[src/rtl/fnn_pkg.sv]
// Shared definitions for the fully-connected neuron datapath: the weight
// read sequencer state encoding and the default layer geometry.
package fnn_pkg;

    localparam int DEF_NUM_WEIGHT = 10;
    localparam int DEF_DATA_WIDTH = 16;

    typedef enum logic [1:0] {
        IDLE  = 2'd0,
        RUN   = 2'd1,
        DRAIN = 2'd2,
        DONE  = 2'd3
    } seq_state_t;

endpackage

[src/rtl/weight_read_sequencer.sv]
// Pairs each incoming input sample with its weight from a 1-cycle-latency
// memory and streams {w, x} pairs to the MAC, one pass of numWeight per start.
module weight_read_sequencer
    import fnn_pkg::*;
#(
    parameter int numWeight    = DEF_NUM_WEIGHT,
    parameter int dataWidth    = DEF_DATA_WIDTH,
    parameter int addressWidth = $clog2(numWeight)
) (
    input  logic                    clk,
    input  logic                    rst,
    input  logic                    start,
    input  logic                    x_valid,
    input  logic [dataWidth-1:0]    x_in,
    output logic                    x_ready,
    output logic                    mem_ren,
    output logic [addressWidth-1:0] mem_radd,
    input  logic [dataWidth-1:0]    mem_wout,
    output logic                    pair_valid,
    output logic [dataWidth-1:0]    pair_w,
    output logic [dataWidth-1:0]    pair_x,
    output logic                    pair_last,
    output logic                    busy,
    output logic                    done
);

    // One spare bit so the count can reach numWeight without wrapping.
    localparam int                 cntWidth = addressWidth + 1;
    localparam logic [cntWidth-1:0] lastIdx = cntWidth'(numWeight - 1);

    seq_state_t            state, state_nx;
    logic [cntWidth-1:0]   cnt, cnt_nx;
    logic                  accept;
    logic                  vld_q;
    logic                  last_q;
    logic [dataWidth-1:0]  x_q;

    assign x_ready  = (state == RUN);
    assign accept   = x_ready && x_valid;
    assign mem_ren  = accept;
    assign mem_radd = cnt[addressWidth-1:0];

    always_ff @(posedge clk) begin
        if (rst) begin
            state  <= IDLE;
            cnt    <= '0;
            vld_q  <= 1'b0;
            last_q <= 1'b0;
            x_q    <= '0;
        end else begin
            state  <= state_nx;
            cnt    <= cnt_nx;
            vld_q  <= accept;
            last_q <= accept && (cnt == lastIdx);
            if (accept)
                x_q <= x_in;
        end
    end

    always_comb begin
        state_nx = state;
        cnt_nx   = cnt;
        unique case (state)
            IDLE: begin
                if (start) begin
                    cnt_nx   = '0;
                    state_nx = RUN;
                end
            end
            RUN: begin
                if (accept) begin
                    cnt_nx = cnt + cntWidth'(1);
                    if (cnt == lastIdx)
                        state_nx = DRAIN;
                end
            end
            DRAIN:   state_nx = DONE;
            DONE:    state_nx = IDLE;
            default: state_nx = IDLE;
        endcase
    end

    // Memory data lands in the cycle after the read, aligned with vld_q,
    // so the weight is forwarded rather than registered a second time.
    assign pair_valid = vld_q;
    assign pair_w     = vld_q ? mem_wout : '0;
    assign pair_x     = x_q;
    assign pair_last  = last_q;
    assign busy       = (state != IDLE);
    assign done       = (state == DONE);

endmodule
[config.mk]
export PLATFORM = sky130hd
export DESIGN_NAME = weight_read_sequencer
export DESIGN_NICKNAME = d
export VERILOG_FILES = /design/src/rtl/fnn_pkg.sv /design/src/rtl/weight_read_sequencer.sv
export SDC_FILE = /design/constraint.sdc
export NUM_CORES = 1
export LEC_CHECK = 0
export ABC_AREA = 1
export BUFFER_PORTS_ARGS = -buffer_cell sky130_fd_sc_hd__buf_2
export CORE_MARGIN = 2
export CORE_UTILIZATION = 46
export CTS_BUF_LIST = sky130_fd_sc_hd__clkbuf_16
export CTS_CLUSTER_DIAMETER = 80
export CTS_CLUSTER_SIZE = 28
export DETAILED_ROUTE_END_ITERATION = 12
export PLACE_DENSITY = 0.83
export SYNTH_ARGS = -nofsm -noshare
export SYNTH_HDL_FRONTEND = slang
export SYNTH_SLANG_ARGS = --single-unit
[constraint.sdc]
create_clock -name clk -period 2.4 [get_ports clk]
set_input_delay 0.36 -clock clk [delete_from_list [all_inputs] [get_ports clk]]
set_output_delay 0.36 -clock clk [all_outputs]
set_load 0.01 [all_outputs]
==> results of run 1 <==
-- cells by family (layout without fill, tap and decap cells) --
logic type,after synthesis,in the layout
AOI/OAI and AO/OA,24,24
DFF,25,25
buffers and inverters,41,112
adders and majority gates,7,7
and+or+nand+nor,91,91
-- registers in the layout, summed over array words and instances (netlist names) --
| signal | count |
|---|---|
| pair_last | 1 |
| state | 2 |
| pair_x | 16 |
| cnt | 5 |
| pair_valid | 1 |
-- per-layer routing --
layer  share of wire  vias to the layer above  GRT usage
met4           0.014                        0     0.0698
met5               0                        -          0
met3            0.11                        5     0.0461
met2            0.47                       61      0.307
met1            0.41                      562      0.184
li1                -                      703          -
-- how the worst max path moves through the flow --
| stage | end | slack, ns | cells after the start |
|---|---|---|---|
| floorplan | mem_ren | 0.91 | 5 |
| global placement | mem_ren | 0.56 | 5 |
| detailed placement | mem_ren | 0.51 | 5 |
| CTS | mem_ren | 0.21 | 5 |
| global route | mem_ren | 0.03 | 5 |
| finish | mem_ren | 0.23 | 5 |
-- report_power, final --
| group | switching [mW] | internal (mW) | total, mW | leakage, nW |
|---|---|---|---|---|
| Sequential | 0.0558 | 0.495 | 0.551 | 0.204 |
| Clock | 0.143 | 0.224 | 0.367 | 0.0409 |
| Combinational | 0.385 | 0.239 | 0.624 | 0.798 |
-- layout make-up --
cell class | instances | area, um2
inverters | 30 | 113
well taps | 31 | 38.8
flip-flops and latches | 25 | 500
repair buffers | 78 | 393
multi-input cells | 122 | 593
fillers | 279 | 992
clock buffers | 3 | 75.1
clock inverters | 1 | 5.00
-- layout by cell type, fill, tap and decap left out, types with 3 or more instances in the layout --
| master | count |
|---|---|
| nand4_1 | 3 |
| nand2_1 | 35 |
| nor2_1 | 46 |
| o21ai_0 | 16 |
| clkbuf_16 | 3 |
| nand2_2 | 3 |
| buf_2 | 77 |
| ha_1 | 7 |
| inv_1 | 28 |
| dfxtp_1 | 25 |
| a21oi_1 | 5 |
-- worst max-delay path: stages (launching register included) --
cell	delay [ns]
dfxtp_1	0.36
inv_1	0.09
ha_1	0.26
nand2_2	0.30
clkinv_1	0.31
buf_2	0.22
-- metrics by stage --
| stage | util | power, mW | hold WS (ns) | worst slack, ns |
|---|---|---|---|---|
| 2_1_floorplan | - | 1.01 | 0.422 | 0.915 |
| 3_3_place_gp | 0.604 | 1.17 | 0.461 | 0.563 |
| 3_5_place_dp | 0.604 | 1.19 | 0.466 | 0.507 |
| 4_1_cts | 0.634 | 1.56 | 0.323 | 0.211 |
| 5_1_grt | 0.634 | 1.67 | 0.334 | 0.0290 |
| 6_report | 0.634 | 1.54 | 0.322 | 0.231 |
==> out/results.tsv, run 1 <==
metric	value	unit
syn nets	231	
crit path capture type	output pin	
kind of critical path	register to output pin	
flops & latches, synth	25	
RSZ-0062 raised after global routing	false	
CTS tree	yes	
Crit Path Max Fanout	20	
1st-iter DRT viols	26	
postcts setup bufs	0	
Hold Path Class	input pin to register	
I/O pins	78	
Synth Area in Compound Gates	0.105	
FF-to-FF path depth	7	
Starting Density	0.474	
LEAKAGE	1.04	nW
Die Ht	56.8	um
ranking of synthesized cells by area	dfxtp_1, nor2_1, nand2_1	
clk slew on worst S/H paths	0.06	ns
Critical Path RT	2.04	ns
# clock sinks	25	
post-route ant nets	0	
hold depth	2	
H-Tree Depth	1	
Clk Latency, worst-skew pair	0.26	ns
die area	3230	um2
antenna cells	0	
most numerous cell in the Yosys netlist	nor2_1	
f_max	461	MHz
DRC viols	0	
WHS Endpoint	cnt[1]$_SDFFE_PP0P_	
Setup Skew	0.00381	ns
CTS Hold Bufs	0	
Final nets	303	
Post-Syn Area per Cell	6.83	um2
r2r setup slk	0.58	ns
layout cells sized above 1	0.347	
Syn Inst Count	188	
Worst-Margin Slew	0.480	ns
Critical R2R Capture	pair_x[4]$_SDFFE_PP0P_	
max-slew violations	0	
top cells by count, synth	nor2_1, nand2_1, inv_1	
post-synthesis sequential area ratio	0.390	
Port Buffer Count	77	
number of enable flip-flop cells after synthesis	0	
total track usage	0.170	
first-pass GRT wire length	4370	um
post-route non-filler standard cell count	290	
Root Buffer Master	clkbuf_16	
Fin Setup TNS	0	ns
via count	1331	
Synth Cell Area	1280	um2
total CTS buffers	3	
CTS max path bufs	2	
post-synthesis adder-cell area fraction	0.0682	
Most used DFF post-synth	dfxtp_1	
Post-Synth XOR/XNOR Area	0	
placed inst area	1640	um2
vias in the first global route	1120	
Die X	56.8	um
ys async rst share	0	
post-cts repair resize count	0	
largest net degree at the start of global routing	21	
outcome	finished, final reports clean	
Placed Cells	286	
pwr/cell area	898	nW/um2
Final Hold Viols	0	
multiplexer area fraction after synthesis	0	
Hold Crit Start	rst	
Finish-stage setup viols	0	
Max-Cap Viols	0	
grt ovf	0	
finished layout cell area	1720	um2
First-pass DRT Iterations	4	
initial antenna violation count	0	
CP Launch Type	register	
minimum period implied by the final worst setup slack	2.17	ns
post-synth top area share	0.390	
area leader, netlist	dfxtp_1	
Ys Warns	0	
synth unique cells	22	
FP Rows	19	
core area	2710	um2
largest family of logic cells by synthesized area	simple AND/OR/NAND/NOR gates	
Area Growth Syn to Fin	33.8	%
simple-gate share of the synthesized area	0.288	
Worst VDD drop	0.000573	V
Routed Wire Length	2730	um
Crit. Startpoint	state[1]$_SDFFE_PP0P_	
crit path DAT	1.81	ns
Placer Congestion	0.768	
Period Utilization, post-route	0.904	
r2r startpoint	state[1]$_SDFFE_PP0P_	
post-DP HPWL	2140	um
vias per cell	4.59	
Rel. slew slack	0.680	
wire length per cell	9.41	um
(Power assumes the default switching activity.)
==> inputs of run 2 (changes only) <==
Settings changed: CORE_ASPECT_RATIO set to 1.5, CORE_UTILIZATION 46 to 45, PLACE_DENSITY 0.83 to 0.81.
==> run 2 against run 1 <==
Effect of this change: first-iteration DRC count decreased by 62%; sequential power barely moved; final cell count up 2.1%; maximum frequency is 13% higher; wire length is 11% higher.
==> out/results.tsv, run 2 (synthesis results as in run 1) <==
metric	value	unit	change
total CTS buffers	3		unchanged
Final Hold Viols	0		unchanged
pwr/cell area	901	nW/um2	+0.38%
setup slack after placement	0.744	ns	+0.237 ns
first-pass GRT wire length	4700	um	+7.4%
Routed Wire Length	3020	um	+11%
post-route ant nets	0		unchanged
post-cts repair resize count	0		unchanged
Placer Congestion	0.822		+7.1%
kind of critical path	register to output pin		
wire length per cell	10.2	um	+8.4%
# fillers	282		+1.1%
switching share of power	0.384		+0.00615
I/O pins	78		unchanged
via count	1380		+3.7%
outcome	finished, final reports clean		
overall power	1.56	mW	+0.97%
vias per cell	4.66		+1.6%
internal power	0.959	mW	about the same
Logic pwr share	0.405		about the same
FP Rows	23		+4
max-slew violations	0		unchanged
Fin Setup TNS	0	ns	unchanged
Final nets	303		unchanged
initial antenna violation count	0		unchanged
r2r startpoint	state[1]$_SDFFE_PP0P_		
final core occ	0.639		+0.00487
Root Buffer Master	clkbuf_16		
placed inst area	1650	um2	+0.46%
Crit. Startpoint	state[1]$_SDFFE_PP0P_		
layout cells sized above 1	0.347		unchanged
core area	2710	um2	-0.18%
post-DP HPWL	2320	um	+8.4%
First-pass DRT Iterations	4		unchanged
Die X	47.6	um	-16%
Clk Latency, worst-skew pair	0.26	ns	about the same
Hold Path Class	input pin to register		
die area	3300	um2	+2.3%
CP Launch Type	register		
Area Growth Syn to Fin	34.6	%	
crit path DAT	1.56	ns	-0.25 ns
antenna cells	0		unchanged
CTS max path bufs	2		unchanged
Worst VDD drop	0.000557	V	-2.8%
Hold Crit Start	rst		
Crit Path Max Fanout	20		unchanged
met1 usage	0.170		-0.0141
max reg flops	16		unchanged
Sw Pwr	0.599	mW	+2.6%
# clock sinks	25		unchanged
crit path capture type	output pin		
1st-iter DRT viols	10		-62%
Period Utilization, post-route	0.800		-0.104
largest net degree at the start of global routing	21		unchanged
Port Buffer Count	77		unchanged
global-route track usage on met3	0.0339		-0.0122
finished layout cell area	1730	um2	+0.58%
power share of the clock group	0.242		+0.004
Critical Path RT	2.04	ns	about the same
commonest non-fill, non-tap cells in the layout	buf_2, nor2_1, nand2_1		
H-Tree Depth	1		unchanged
Worst-Margin Slew	0.505	ns	+0.0244 ns
Starting Density	0.475		+0.000876
minimum period implied by the final worst setup slack	1.92	ns	-0.249 ns
Rel. slew slack	0.663		-0.0163
CTS Hold Bufs	0		unchanged
LEAKAGE	1.04	nW	-0.36%
f_max	521	MHz	+13%
postcts setup bufs	0		unchanged
most common cell after layout, fill and taps aside	buf_2		
Setup Skew	0.00187	ns	-0.00194 ns
Flop pwr share	0.353		-0.004
vias in the first global route	1211		+8.1%
Max-Cap Viols	0		unchanged
Most Crowded Layer GR	met2		
clk slew on worst S/H paths	0.07	ns	about the same
RSZ-0062 raised after global routing	false		
CTS tree	yes		
final worst-path setup slack	0.479	ns	+0.249 ns
total track usage	0.192		+0.0222
grt met2 use	0.362		+0.0546
Finish-stage setup viols	0		unchanged
DRC viols	0		unchanged
Die Ht	69.4	um	+22%
grt ovf	0		unchanged
==> run 2: changes by cell type in the layout (fill, tap and decap cells not counted), sizes merged <==
cell,change
clkinv,-1
clkinvlp,+1
==> run 2: final cells by class <==
type,count,area [um2],area share
clock buffer,3,75.1,0.0434
clock inverter,1,7.51,0.00434
inverter,30,113,0.0652
multi-input combinational,122,593,0.343
sequential,25,500,0.290
tap,37,46.3,0.0268
timing repair buffer,78,393,0.227
==> run 2: power groups by stage <==
| stage | Combinational (mW) | Clock [mW] | Sequential [mW] |
|---|---|---|---|
| 5_1_grt | 0.706 | 0.400 | 0.563 |
| 3_5_place_dp | 0.627 | 0 | 0.561 |
| 2_1_floorplan | 0.430 | 0 | 0.576 |
| 4_1_cts | 0.638 | 0.381 | 0.553 |
| 6_report | 0.630 | 0.377 | 0.550 |
| 3_3_place_gp | 0.614 | 0 | 0.558 |
==> run 2: critical path, cell delays in order, from the launching register on <==
cell and delay (ns):
dfxtp_1 0.35, inv_1 0.09, ha_1 0.26, nand2_2 0.31
clkinv_1 0.13, buf_2 0.16
==> run 2: per-stage QoR <==
step,hold slack (ns),std cells
2_1_floorplan,0.422,188
3_3_place_gp,0.460,292
3_5_place_dp,0.466,292
4_1_cts,0.320,296
5_1_grt,0.337,296
6_report,0.324,296
==> run 2: path summary, 6_finish.rpt <==
path / to / cells after the start / slack, ns
setup / recovery: mem_ren / 5 / 0.48
hold / removal: cnt[1]$_SDFFE_PP0P_ / 2 / 0.32
setup reg to reg: pair_x[14]$_SDFFE_PP0P_ / 7 / 0.78
hold reg to reg: pair_x[8]$_SDFFE_PP0P_ / 2 / 0.48
==> run 2: layer usage <==
layer	up-vias	share of wire
met4	0	0.022
met5	-	0
met1	597	0.37
li1	707	-
met3	6	0.090
met2	70	0.52
